**src/rtl/count_uart_pkg.sv**
```systemverilog
//------------------------------------------------------------------------------
// Module  : count_uart_pkg
// Brief   : Shared types and constants for the count UART transmitter.
// Revision: 1.0 - initial release
//------------------------------------------------------------------------------
`default_nettype none

package count_uart_pkg;

    // Transmitter FSM states
    typedef enum logic [1:0] {
        ST_IDLE  = 2'd0,
        ST_START = 2'd1,
        ST_DATA  = 2'd2,
        ST_STOP  = 2'd3
    } uart_state_e;

    // Start + 8 data + stop
    localparam int FRAME_BITS = 10;

endpackage

`default_nettype wire

```
**src/rtl/count_uart_fifo.sv**
```systemverilog
//------------------------------------------------------------------------------
// Module  : count_uart_fifo
// Brief   : Small synchronous FIFO with a combinational head read, so a pop
//           and the consumer's load of the head entry share one clock edge.
// Revision: 1.0 - initial release
//------------------------------------------------------------------------------
`default_nettype none

module count_uart_fifo #(
    parameter int DEPTH = 4,
    parameter int WIDTH = 8
) (
    input  logic                     clk,
    input  logic                     rst,
    input  logic                     push,
    input  logic                     pop,
    input  logic [WIDTH-1:0]         wdata,
    output logic [WIDTH-1:0]         rdata,
    output logic                     full,
    output logic                     empty,
    output logic [$clog2(DEPTH):0]   level
);

    localparam int AW    = $clog2(DEPTH);
    localparam int CNT_W = AW + 1;

    logic [WIDTH-1:0] mem_q [DEPTH];
    logic [AW-1:0]    wr_ptr_q;
    logic [AW-1:0]    rd_ptr_q;
    logic [CNT_W-1:0] count_q;
    logic [CNT_W-1:0] count_d;
    logic             do_push;
    logic             do_pop;

    // Pushes into a full FIFO and pops from an empty one are ignored
    assign do_push = push && !full;
    assign do_pop  = pop && !empty;

    assign full  = (count_q == CNT_W'(DEPTH));
    assign empty = (count_q == '0);
    assign level = count_q;
    assign rdata = mem_q[rd_ptr_q];

    // Occupancy update: push+pop together leaves the count unchanged
    always_comb begin
        count_d = count_q;
        case ({do_push, do_pop})
            2'b10:   count_d = count_q + 1'b1;
            2'b01:   count_d = count_q - 1'b1;
            default: count_d = count_q;
        endcase
    end

    // Storage array; contents need no reset since only written slots are read
    always_ff @(posedge clk) begin
        if (do_push) begin
            mem_q[wr_ptr_q] <= wdata;
        end
    end

    // Pointers and count; pointers wrap naturally at DEPTH
    always_ff @(posedge clk) begin
        if (rst) begin
            wr_ptr_q <= '0;
            rd_ptr_q <= '0;
            count_q  <= '0;
        end else begin
            if (do_push) wr_ptr_q <= wr_ptr_q + 1'b1;
            if (do_pop)  rd_ptr_q <= rd_ptr_q + 1'b1;
            count_q <= count_d;
        end
    end

endmodule

`default_nettype wire

```
**src/rtl/count_uart_tx.sv**
```systemverilog
//------------------------------------------------------------------------------
// Module  : count_uart_tx
// Brief   : 8N1 LSB-first UART transmitter fed by a small byte FIFO over a
//           valid/ready handshake. Frames run back-to-back while data waits.
// Revision: 1.0 - initial release
//------------------------------------------------------------------------------
`default_nettype none

module count_uart_tx #(
    parameter int CLKS_PER_BIT = 16,
    parameter int DEPTH        = 4
) (
    input  logic                   clk,
    input  logic                   rst,
    input  logic [7:0]             in_data,
    input  logic                   in_valid,
    output logic                   in_ready,
    output logic                   tx,
    output logic                   busy,
    output logic [$clog2(DEPTH):0] level
);

    import count_uart_pkg::*;

    localparam int             BW        = (CLKS_PER_BIT > 1) ? $clog2(CLKS_PER_BIT) : 1;
    localparam logic [BW-1:0]  BAUD_LAST = BW'(CLKS_PER_BIT - 1);
    localparam logic [2:0]     LAST_BIT  = 3'(FRAME_BITS - 3);

    uart_state_e   state_q;
    uart_state_e   state_d;
    logic [BW-1:0] baud_q;
    logic [BW-1:0] baud_d;
    logic [2:0]    bit_idx_q;
    logic [2:0]    bit_idx_d;
    logic [7:0]    shreg_q;
    logic [7:0]    shreg_d;

    logic          fifo_full;
    logic          fifo_empty;
    logic [7:0]    fifo_rdata;
    logic          push;
    logic          pop;
    logic          baud_last;

    count_uart_fifo #(
        .DEPTH (DEPTH),
        .WIDTH (8)
    ) u_fifo (
        .clk   (clk),
        .rst   (rst),
        .push  (push),
        .pop   (pop),
        .wdata (in_data),
        .rdata (fifo_rdata),
        .full  (fifo_full),
        .empty (fifo_empty),
        .level (level)
    );

    assign in_ready  = !fifo_full;
    assign push      = in_valid && !fifo_full;
    assign baud_last = (baud_q == BAUD_LAST);

    // A new byte is taken either from idle or on the final stop cycle, which
    // is what lets consecutive frames abut with no idle gap
    assign pop = !fifo_empty &&
                 ((state_q == ST_IDLE) || ((state_q == ST_STOP) && baud_last));

    // Next-state logic for FSM, baud counter, bit index and shift register
    always_comb begin
        state_d   = state_q;
        baud_d    = baud_q;
        bit_idx_d = bit_idx_q;
        shreg_d   = shreg_q;
        case (state_q)
            ST_IDLE: begin
                baud_d = '0;
                if (pop) begin
                    state_d = ST_START;
                    shreg_d = fifo_rdata;
                end
            end
            ST_START: begin
                if (baud_last) begin
                    state_d   = ST_DATA;
                    baud_d    = '0;
                    bit_idx_d = '0;
                end else begin
                    baud_d = baud_q + 1'b1;
                end
            end
            ST_DATA: begin
                if (baud_last) begin
                    baud_d  = '0;
                    shreg_d = {1'b0, shreg_q[7:1]};
                    if (bit_idx_q == LAST_BIT) begin
                        state_d = ST_STOP;
                    end else begin
                        bit_idx_d = bit_idx_q + 3'd1;
                    end
                end else begin
                    baud_d = baud_q + 1'b1;
                end
            end
            ST_STOP: begin
                if (baud_last) begin
                    baud_d = '0;
                    if (pop) begin
                        state_d = ST_START;
                        shreg_d = fifo_rdata;
                    end else begin
                        state_d = ST_IDLE;
                    end
                end else begin
                    baud_d = baud_q + 1'b1;
                end
            end
            default: begin
                state_d = ST_IDLE;
                baud_d  = '0;
            end
        endcase
    end

    // State registers; reset aborts any frame in flight
    always_ff @(posedge clk) begin
        if (rst) begin
            state_q   <= ST_IDLE;
            baud_q    <= '0;
            bit_idx_q <= '0;
            shreg_q   <= '0;
        end else begin
            state_q   <= state_d;
            baud_q    <= baud_d;
            bit_idx_q <= bit_idx_d;
            shreg_q   <= shreg_d;
        end
    end

    // Line driver: decoded from registered state only, so it is glitch-free
    always_comb begin
        tx = 1'b1;
        case (state_q)
            ST_START: tx = 1'b0;
            ST_DATA:  tx = shreg_q[0];
            default:  tx = 1'b1;
        endcase
    end

    assign busy = (state_q != ST_IDLE);

endmodule

`default_nettype wire

```
**config.mk**
```make
export PLATFORM = sky130hd
export DESIGN_NAME = count_uart_tx
export DESIGN_NICKNAME = d
export VERILOG_FILES = /design/src/rtl/count_uart_pkg.sv /design/src/rtl/count_uart_fifo.sv /design/src/rtl/count_uart_tx.sv
export SDC_FILE = /design/constraint.sdc
export NUM_CORES = 1
export LEC_CHECK = 0
export BUFFER_PORTS_ARGS = -buffer_cell sky130_fd_sc_hd__buf_4
export CAP_MARGIN = 25
export CORE_MARGIN = 2
export CORE_UTILIZATION = 45
export DETAILED_ROUTE_END_ITERATION = 7
export GPL_TIMING_DRIVEN = 0
export SLEW_MARGIN = 20
export SYNTH_ARGS = -nofsm -noshare
export SYNTH_HDL_FRONTEND = slang
export SYNTH_SLANG_ARGS = --single-unit
export TNS_END_PERCENT = 10
```
**constraint.sdc**
```tcl
create_clock -name clk -period 2.05 [get_ports clk]
set_input_delay 0 -clock clk [delete_from_list [all_inputs] [get_ports clk]]
set_output_delay 0 -clock clk [all_outputs]
set_load 0.01 [all_outputs]
```
; ---- Word level (Yosys, flattened, before mapping)
; Memory sizes are Yosys's and may differ from the RTL's. A register that Yosys moved wholly into a read port is not among the register bits.
; Cells that the tools add are included.
; Widths: inputs -> output; s select.
[word_totals]
register_bits = 24
mem_bits_rw = 32
in_bits = 11
output_inout_bits = 6
elab_cells = 69
n_memories = 1
[memory_table]
columns = memory, words, width, read_ports, rd_ports_with_merged_regs, write_ports, line_no
row1 = u_fifo.mem_q, 4, 8, 1, 1, 1, count_uart_fifo.sv:27  ; logic [WIDTH-1:0] mem_q [DEPTH];
[classes]
n_addsub = 6
n_eq_ne = 14
mux = 23
reduce_logical = 18
[op_table]
columns = op, count
row1 = $mux 8, 3
row2 = $pmux 8 s3, 1
row3 = $mux 2, 7
row4 = $pmux 3 s2, 2
row5 = $ne 2x2->1 const B, 5
row6 = $mux 3, 3
row7 = $pmux 2 s4, 1
row8 = $pmux 4 s2, 1
row9 = $add 3x1->3 const B, 2
row10 = $eq 2x2->1 const B, 3
row11 = $eq 3x3->1 const B, 2
row12 = $reduce_bool 2->1, 3
row13 = $logic_and 1x1->1, 5
row14 = $reduce_and 5->1, 1
row15 = $add 2x1->2 const B, 2
row16 = $add 4x1->4 const B, 1
row17 = $eq 2x1->1 const B, 2
row18 = $eq 4x4->1 const B, 1
row19 = $mux 4, 1
row20 = $reduce_and 4->1, 1
row21 = $logic_not 3->1, 1
row22 = $mux 1, 3
row23 = $reduce_and 3->1, 1
row24 = $reduce_bool 3->1, 1
row25 = other kinds (7), 8

; ---- Longest topological paths before layout
; Gate-level depths: netlist of the first run.
[depth]
word_depth = 7
ltp_mapped = 10
mapped_depth_nobuf = 10

; ---- Modules after synthesis
; Synthesis of the first run repeated with hierarchy kept, for this count alone.
[unflattened]
cells_unflattened = 206
hier_area_um2 = 2602.5
[by_module_without_submodules]
columns = mod, instances, cells_each, area_each_um2, seq_area_each_um2
row1 = count_uart_fifo, 1, 96, 1635.3, 1141.1
row2 = count_uart_tx, 1, 110, 967.2, 340.3

; ---- Worst setup path after synthesis of the first run
; No wires, ideal clock.
[synth_timing]
path_type = register -> register
from = reg u_fifo.count_q[2] (netlist: u_fifo.level[2])
to = reg u_fifo.count_q[2] (netlist: u_fifo.level[2])
arrival_ns = 2.329
t_required_ns = 1.980
setup_slack_ns = -0.349
stages_incl_launch_ff = 10
n_path_buf = 0
cell_sequence = dfxtp_1 > or3b_1 > and2_1 > inv_2 > ha_1 > inv_1 > fa_1 > xor2_1 > or3_1 > a21oi_1
[synth_between]
elab_chain_cells = 6
word_cells_on_any_way = 14
cone_classes = add/sub (2) / eq/ne (3) / mux (1) / reduce/logical (8)
[synth_rtl]
columns = element, line_no
row1 = "start, declared", count_uart_fifo.sv:30  ; logic [CNT_W-1:0] count_q;
row2 = "start signal, assigned", count_uart_fifo.sv:70  ; count_q <= count_d;
row3 = $eq 3x3->1 (*), count_uart_fifo.sv:39  ; assign full = (count_q == CNT_W'(DEPTH));
row4 = $logic_not 1->1 (*), -
row5 = named net in_ready, count_uart_tx.sv:17  ; output logic in_ready,
row6 = $logic_and 1x1->1, count_uart_tx.sv:61  ; assign push = in_valid && !fifo_full;
row7 = $logic_and 1x1->1 (*), count_uart_fifo.sv:36  ; assign do_push = push && !full;
row8 = $eq 2x1->1 / $eq 2x2->1 (equally long branches), count_uart_fifo.sv:47  ; case ({do_push, do_pop})
row9 = $pmux 3 s2 / $reduce_bool 2->1 (equally long branches), -
; The timed path passes the listed nets; every way through them passes the cells marked *.
; A chain may end at the register's enable or synchronous reset.

; ---- Worst setup path in the final report of the first run
[layout_timing]
from = reg u_fifo.count_q[0] (netlist: u_fifo.level[0])
to = reg u_fifo.count_q[2] (netlist: u_fifo.level[2])
[layout_between]
elab_chain_cells = 6
word_cells_on_any_way = 14
cone_classes = add/sub (2) / eq/ne (3) / mux (1) / reduce/logical (8)
[layout_rtl]
columns = element, line_no
row1 = $eq 3x3->1 / $logic_not 3->1 (equally long branches), "count_uart_fifo.sv:39, count_uart_fifo.sv:40"
row2 = "$logic_not 1->1, on equally long branches", -
row3 = "$logic_and 1x1->1, on equally long branches", "count_uart_tx.sv:61, count_uart_tx.sv:66"
row4 = "$logic_and 1x1->1, on equally long branches", "count_uart_fifo.sv:36, count_uart_fifo.sv:37"
row5 = $eq 2x1->1 / $eq 2x2->1 (equally long branches), count_uart_fifo.sv:47
row6 = $pmux 3 s2 / $reduce_bool 2->1 (equally long branches), -
; Several ways; a longest one is shown, not always the timed one.

==> summary.md, run 1 <==
| Metric | Value |
|---|---|
| Outcome | `finished with violations` |
| Violated checks | `negative setup slack` |
| Final setup violation count | `1` |
| Initial antenna violation count | `0` |
| Cell taking the most area after synthesis | `edfxtp_1` |
| Min Clock Period, post-route | `2.170 ns` |
| Core box area | `5540 um^2` |
| Dpl cell area | `2815 um^2` |
| CTS Buffer Depth | `2` |
| Cts bufs inserted | `9` |
| Avg Vias per Cell | `5.262` |
| HP Class | `input port to flop` |
| CTS tree | `yes` |
| Unrepaired setup endpoints after global routing | `true` |
| Inst Count DP | `280` |
| Post-synth top flop | `edfxtp_1` |
| First-pass GRT wire length | `7755 um` |
| Req. time, crit path | `2.30 ns` |
| Routed WL per cell | `15.44 um` |
| Most common cell in the netlist | `edfxtp_1` |
| Yosys top cell area share | `37.19%` |
| #FFs+latches synth | `58` |
| Clock root buffer | `clkbuf_8` |
| Vias in the first global route | `1685` |
| Syn avg cell area | `13.39 um^2` |
| H-tree Lvls | `3` |
| Crit-path max cell delay | `0.43 ns` |
| Hold Slack | `0.1154 ns` |
| Std-Cell Rows | `27` |
| Syn_nets | `218` |
| Largest cells by area after synthesis | `edfxtp_1 37%, dfxtp_1 20%, mux4_2 7.0%, ha_1 6.3%, mux2i_1 3.5%` |
| Largest fanout on the critical path | `5` |
| FMAX | `460.8 MHz` |
| Height of the chip | `79.78 um` |
| Setup TNS | `-0.1199 ns` |
| CP bufs+invs | `2` |
| Critical-path cell list | `or3b_4 > and2_4 > inv_4 > ha_4 > inv_2 > fa_2 > xor2_1 > or3_1 > a21oi_1` |
| Fin area | `3258 um^2` |
| DRT iter0 DRCs | `50` |
| Minimum setup slack after placement | `-0.2225 ns` |
| IO Pins | `17` |
| Final Cycle Share | `105.9%` |
| Final ANT Viol Nets | `0` |
| Width of the die | `79.78 um` |
| Post-Syn Area | `2584 um^2` |
| Synthesis-to-layout area growth | `26.10%` |
| Largest net degree at the start of global routing | `11` |
| CTS Sinks | `58` |
| CP max-delay cell | `or3b_4` |
| Die area | `6364 um^2` |
| DRC Markers | `0` |
| Clk slew on worst S/H paths | `0.06 ns` |
| P_leak | `0.001263 uW` |
| Post-route setup slack | `-0.1199 ns` |
| Filler instances | `458` |
| Post-Syn Instances | `193` |
| Crit path max-delay family | `simple AND/OR/NAND/NOR gates` |
| Ys async rst share | `0%` |
| EDFF count, synth | `32` |
| Gpl congestion | `0.7981` |
| Initial core utilization | `46.64%` |
| Worst vdd ir | `823.5 uV` |
| # diodes | `0` |
| Slew at the pin closest to its max-slew limit | `0.5491 ns` |
| Remaining Overflow, GRT | `0` |
| WP data arrival | `2.42 ns` |
| Total track usage | `16.71%` |
| Commonest cells post-synth | `32 x edfxtp_1, 26 x dfxtp_1, 20 x nor2_1, 13 x ha_1, 11 x a21oi_1` |
| Post-layout net count | `261` |
| Register area share after synthesis | `57.34%` |
| DR vias | `1647` |
| CP Capture Type | `flop` |
| Clock Latency Late Sink | `0.32 ns` |
| Share of layout cells above drive strength 1 | `32.37%` |
| PwrDens | `1446 nW/um^2` |
| YS warnings | `0` |
| Max-slew headroom | `63.24%` |
| Port buffer count | `15` |
| WS Path Type | `flop to flop` |
| Startpoint types | `flop` |
| Skew final | `0.004207 ns` |
| First-pass DRT Iterations | `4` |
| Final hold vios | `0` |
| Max Slew Vio Count | `0` |
| Layout Cells excl Fill | `313` |
| Synth unique cells | `42` |
| Max Cap Viol | `0` |
| Final wirelength | `4832 um` |
| DP HPWL | `3272 um` |
[layout make-up]
| type | count | area [um^2] | area share (%) |
|---|---|---|---|
| clock buffers | 11 | 131.4 | 4.032 |
| plain buffers | 7 | 40.04 | 1.229 |
| flip-flops and latches | 58 | 1503 | 46.12 |
| multi-input cells | 117 | 1087 | 33.37 |
| repair buffers | 32 | 260.3 | 7.988 |
| well taps | 72 | 90.09 | 2.765 |
| clock inverters | 5 | 102.6 | 3.149 |
| inverters | 11 | 43.79 | 1.344 |
[cells by family (layout without fill, tap and decap cells)]
group,Yosys count,count (layout),synth area share (%)
mux,17,17,10.46
fa+ha+maj,14,14,7.070
flops,58,58,57.34
buf+inv,18,66,3.003
simple gates,50,50,11.91
compound gates,29,29,7.844
xor+xnor,7,7,2.373
[worst paths after layout]
| kind | startpoint | to | slack, ns | cells past startpoint |
|---|---|---|---|---|
| worst min register to register | baud_q[0] | baud_q[0] | 0.45 | 1 |
| worst min-delay path | rst | u_fifo.level[2] | 0.12 | 2 |
| worst max-delay path | u_fifo.level[0] | u_fifo.level[2] | -0.12 | 9 |
| worst max register to register | u_fifo.level[0] | u_fifo.level[2] | -0.12 | 9 |
[metal layers]
layer	GRT usage, %	part of all wire [%]	vias up
met5	0	0	-
met4	8.814	2.4	0
met1	20.22	45	807
met2	27.56	50	29
met3	4.072	3.0	11
li1	-	-	800
[repair_timing]
| item | CTS | global route |
|---|---|---|
| resized for setup | 8 | 13 |
| buffers inserted | 1 | 8 |
| pin swaps | 2 | 2 |
| gates cloned | 0 | 0 |
| hold endpoints to repair | 32 | 0 |
| hold buffers | 8 | 0 |
| setup endpoints to repair | 4 | 10 |
[power breakdown]
group,switching (uW),internal (uW),total [uW]
sequential,140,1490,1630
combinational,948,900,1850
clock,425,806,1230
[flip-flops by register name, indices dropped and copies added (netlist names), named ones only]
name             count
u_fifo.mem_q        32
u_fifo.level         3
u_fifo.rd_ptr_q      2
u_fifo.wr_ptr_q      2
shreg_q              8
baud_q               4
state_q              2
bit_idx_q            3
[through the flow]
step           util, %  total power [uW]
2_1_floorplan        -              2877
3_3_place_gp     50.81              3202
3_5_place_dp     50.81              3299
4_1_cts          57.23              4600
5_1_grt          58.81              5013
6_report         58.81              4710
[placed cells by master (no fill, tap or decap), types with 4 or more instances in the layout]
cell type / n
mux2i_1: 9
clkbuf_8: 9
mux4_2: 8
xnor2_1: 4
dfxtp_4: 5
dfxtp_1: 19
nand2_1: 5
dlygate4sd3_1: 8
edfxtp_1: 32
ha_1: 9
o31ai_1: 6
a21oi_1: 11
inv_1: 7
buf_4: 24
nor2_1: 19
and3_1: 5
(Power assumes the default switching activity.)
==> inputs of run 2 (changes only) <==
Settings changed: CORE_UTILIZATION 45 to 53, GPL_TIMING_DRIVEN 0 to default, PLACE_DENSITY from default to 0.74.
==> run 2 against run 1 <==
Net effect:
- the flow still finishes with violations (negative setup slack)
- clock power is 20% lower
- clock skew grew 0.0033 ns
- wire length up 2.2%
- worst hold slack gained 0.0014 ns
- largest cell class unchanged
- largest power group unchanged
==> summary.md, run 2 (synthesized netlist as in run 1, its figures left out) <==
| Metric | Value |
|---|---|
| Outcome | `finished with violations (unchanged)` |
| Violated checks | `negative setup slack (unchanged)` |
| Comb power frac | `42.4% (was 39.2%)` |
| Req. time, crit path | `2.31 ns (was 2.30 ns)` |
| H-tree Lvls | `3 (unchanged)` |
| Clk network pwr share | `21.6% (was 26.1%)` |
| PwrDens | `1397 nW/um^2 (was 1446 nW/um^2)` |
| Fin area | `3262 um^2 (was 3258 um^2)` |
| DRT iter0 DRCs | `61 (was 50)` |
| Largest register by flop count | `u_fifo.mem_q (unchanged)` |
| Reg2reg end | `u_fifo.level[2] (unchanged)` |
| CP Capture Point | `u_fifo.level[2] (unchanged)` |
| Synthesis-to-layout area growth | `26.25% (was 26.10%)` |
| Most frequent cells in the layout | `35 x buf_4, 32 x edfxtp_1, 19 x dfxtp_1 (was 32 x edfxtp_1, 24 x buf_4, 19 x nor2_1, 19 x dfxtp_1, 11 x a21oi_1)` |
| Final setup violation count | `1 (unchanged)` |
| CTS Sinks | `58 (unchanged)` |
| P_leak | `0.001281 uW (was 0.001263 uW)` |
| Min Clock Period, post-route | `2.085 ns (was 2.170 ns)` |
| Post-route setup slack | `-0.03535 ns (was -0.1199 ns)` |
| Crit-path max cell delay | `0.38 ns (was 0.43 ns)` |
| IO Pins | `17 (unchanged)` |
| Width of the die | `73.82 um (was 79.78 um)` |
| Biggest regs | `u_fifo.mem_q x32, shreg_q x8, baud_q x4 (unchanged)` |
| Hold path start | `in_valid (was rst)` |
| Final ANT Viol Nets | `0 (unchanged)` |
| WS Path Type | `flop to flop (unchanged)` |
| Max Cap Viol | `0 (unchanged)` |
| Total track usage | `20.63% (was 16.71%)` |
| Setup TNS | `-0.03535 ns (was -0.1199 ns)` |
| Switching component of the power | `1554 uW (was 1512 uW)` |
| CTS Buffer Depth | `2 (unchanged)` |
| Std-Cell Rows | `25 (was 27)` |
| Minimum setup slack after placement | `-0.1247 ns (was -0.2225 ns)` |
| HP Class | `input port to flop (unchanged)` |
| Max FFs per register | `32 (unchanged)` |
| Largest fanout on the critical path | `2 (was 5)` |
| Share of layout cells above drive strength 1 | `35.77% (was 32.37%)` |
| Final Cycle Share | `101.7% (was 105.9%)` |
| FMAX | `479.5 MHz (was 460.8 MHz)` |
| Vias in the first global route | `1753 (was 1685)` |
| Worst vdd ir | `863.3 uV (was 823.5 uV)` |
| Clk slew on worst S/H paths | `0.06 ns (about the same)` |
| Initial antenna violation count | `0 (unchanged)` |
| Layout Cells excl Fill | `313 (unchanged)` |
| CP startpoint | `u_fifo.level[2] (was u_fifo.level[0])` |
| Clock root buffer | `clkbuf_8 (unchanged)` |
| Startpoint types | `flop (unchanged)` |
| Pint | `3001 uW (was 3198 uW)` |
| Final hold vios | `0 (unchanged)` |
| # diodes | `0 (unchanged)` |
| DR vias | `1660 (was 1647)` |
| Worst R2R Start | `u_fifo.level[2] (was u_fifo.level[0])` |
| Commonest non-fill, non-tap cell in the layout | `buf_4 (was edfxtp_1)` |
| Sequential fraction of design power | `36.0% (was 34.6%)` |
| Core box area | `4723 um^2 (was 5540 um^2)` |
| Post-layout net count | `266 (was 261)` |
| Remaining Overflow, GRT | `0 (unchanged)` |
| Avg Vias per Cell | `5.304 (was 5.262)` |
| Max Slew Vio Count | `0 (unchanged)` |
| Final wirelength | `4939 um (was 4832 um)` |
| Max-slew headroom | `62.40% (was 63.24%)` |
| Largest net degree at the start of global routing | `18 (was 11)` |
| Inst Count DP | `287 (was 280)` |
| CP max-delay cell | `or3b_4 (unchanged)` |
| Initial core utilization | `54.70% (was 46.64%)` |
| Sw Share | `34.12% (was 32.10%)` |
| Clock Latency Late Sink | `0.33 ns (was 0.32 ns)` |
| CTS tree | `yes (unchanged)` |
| WP data arrival | `2.35 ns (was 2.42 ns)` |
| Critical-path cell list | `or3b_4 > and2_4 > inv_4 > ha_4 > inv_2 > fa_2 > xor2_1 > or3_1 > a21oi_2 (was or3b_4 > and2_4 > inv_4 > ha_4 > inv_2 > fa_2 > xor2_1 > or3_1 > a21oi_1)` |
| CP Capture Type | `flop (unchanged)` |
| DP HPWL | `3431 um (was 3272 um)` |
| Unrepaired setup endpoints after global routing | `true (unchanged)` |
| First-pass DRT Iterations | `4 (unchanged)` |
| Height of the chip | `73.82 um (was 79.78 um)` |
| Gpl congestion | `0.8296 (was 0.7981)` |
| Cts bufs inserted | `9 (unchanged)` |
| Dpl cell area | `2915 um^2 (was 2815 um^2)` |
| Port buffer count | `16 (was 15)` |
| Die area | `5449 um^2 (was 6364 um^2)` |
| Total power | `4555 uW (was 4710 uW)` |
| R2R depth | `9 (unchanged)` |
| Slew at the pin closest to its max-slew limit | `0.5598 ns (was 0.5491 ns)` |
| Flop-to-flop setup slack | `-0.04 ns (was -0.12 ns)` |
| DRC Markers | `0 (unchanged)` |
| First-pass GRT wire length | `8045 um (was 7755 um)` |
| Routed WL per cell | `15.78 um (was 15.44 um)` |
| Skew final | `0.007464 ns (was 0.004207 ns)` |
run 2: power by group through the flow:
stage          clock (uW)  sequential [uW]  combinational [uW]
2_1_floorplan           0             1610                1260
3_3_place_gp            0             1620                1720
3_5_place_dp            0             1640                1800
4_1_cts              1000             1640                1860
5_1_grt              1060             1660                2100
6_report              984             1640                1930
run 2: stage by stage:
step / utilization [%] / hold slack (ns)
2_1_floorplan: - / 0.09887
3_3_place_gp: 61.72 / 0.1985
3_5_place_dp: 61.72 / 0.2046
4_1_cts: 68.45 / 0.1034
5_1_grt: 69.06 / 0.1277
6_report: 69.06 / 0.1168
run 2: metal layers:
metal / share of wire, % / vias to the layer above / track usage, %
met4: 1.5 / 0 / 10.30
met3: 3.1 / 7 / 6.584
met2: 54 / 31 / 33.73
li1: - / 806 / -
met5: 0 / - / 0
met1: 41 / 816 / 24.43
run 2: what timing repair did:
| item | CTS | global route |
|---|---|---|
| setup buffers | 0 | 1 |
| resized for setup | 15 | 4 |
| setup endpoints to repair | 2 | 6 |
| hold buffers | 9 | 0 |
| endpoints found under the hold margin | 47 | 0 |
| pin swaps | 1 | 1 |
run 2: worst max-delay path, delay by kind of cell, from the launching register on:
| family | cells | cell delay (ns) |
|---|---|---|
| AOI/OAI and AO/OA | 1 | 0.13 |
| buffers and inverters | 2 | 0.08 |
| xor gates and xnor gates | 1 | 0.15 |
| and+or+nand+nor | 3 | 0.86 |
| adders and majority gates | 2 | 0.45 |
| DFF | 1 | 0.34 |
run 2: worst min-delay path by stage:
stage	end	slack, ns	depth (start not counted)
2_1_floorplan	u_fifo.mem_q[0][0]	0.1	0
3_3_place_gp	u_fifo.mem_q[1][4]	0.20	1
3_5_place_dp	u_fifo.mem_q[2][2]	0.20	1
4_1_cts	u_fifo.wr_ptr_q[1]	0.10	5
5_1_grt	u_fifo.wr_ptr_q[1]	0.13	5
6_report	u_fifo.wr_ptr_q[1]	0.12	5
run 2: final cells by class:
cell class	count	area [um^2]
clock buffers	10	127.6
multi-input cells	117	1097
well taps	67	83.83
clock inverters	6	57.56
inverters	11	47.55
flip-flops and latches	58	1495
repair buffers	44	352.8
fillers	315	1461
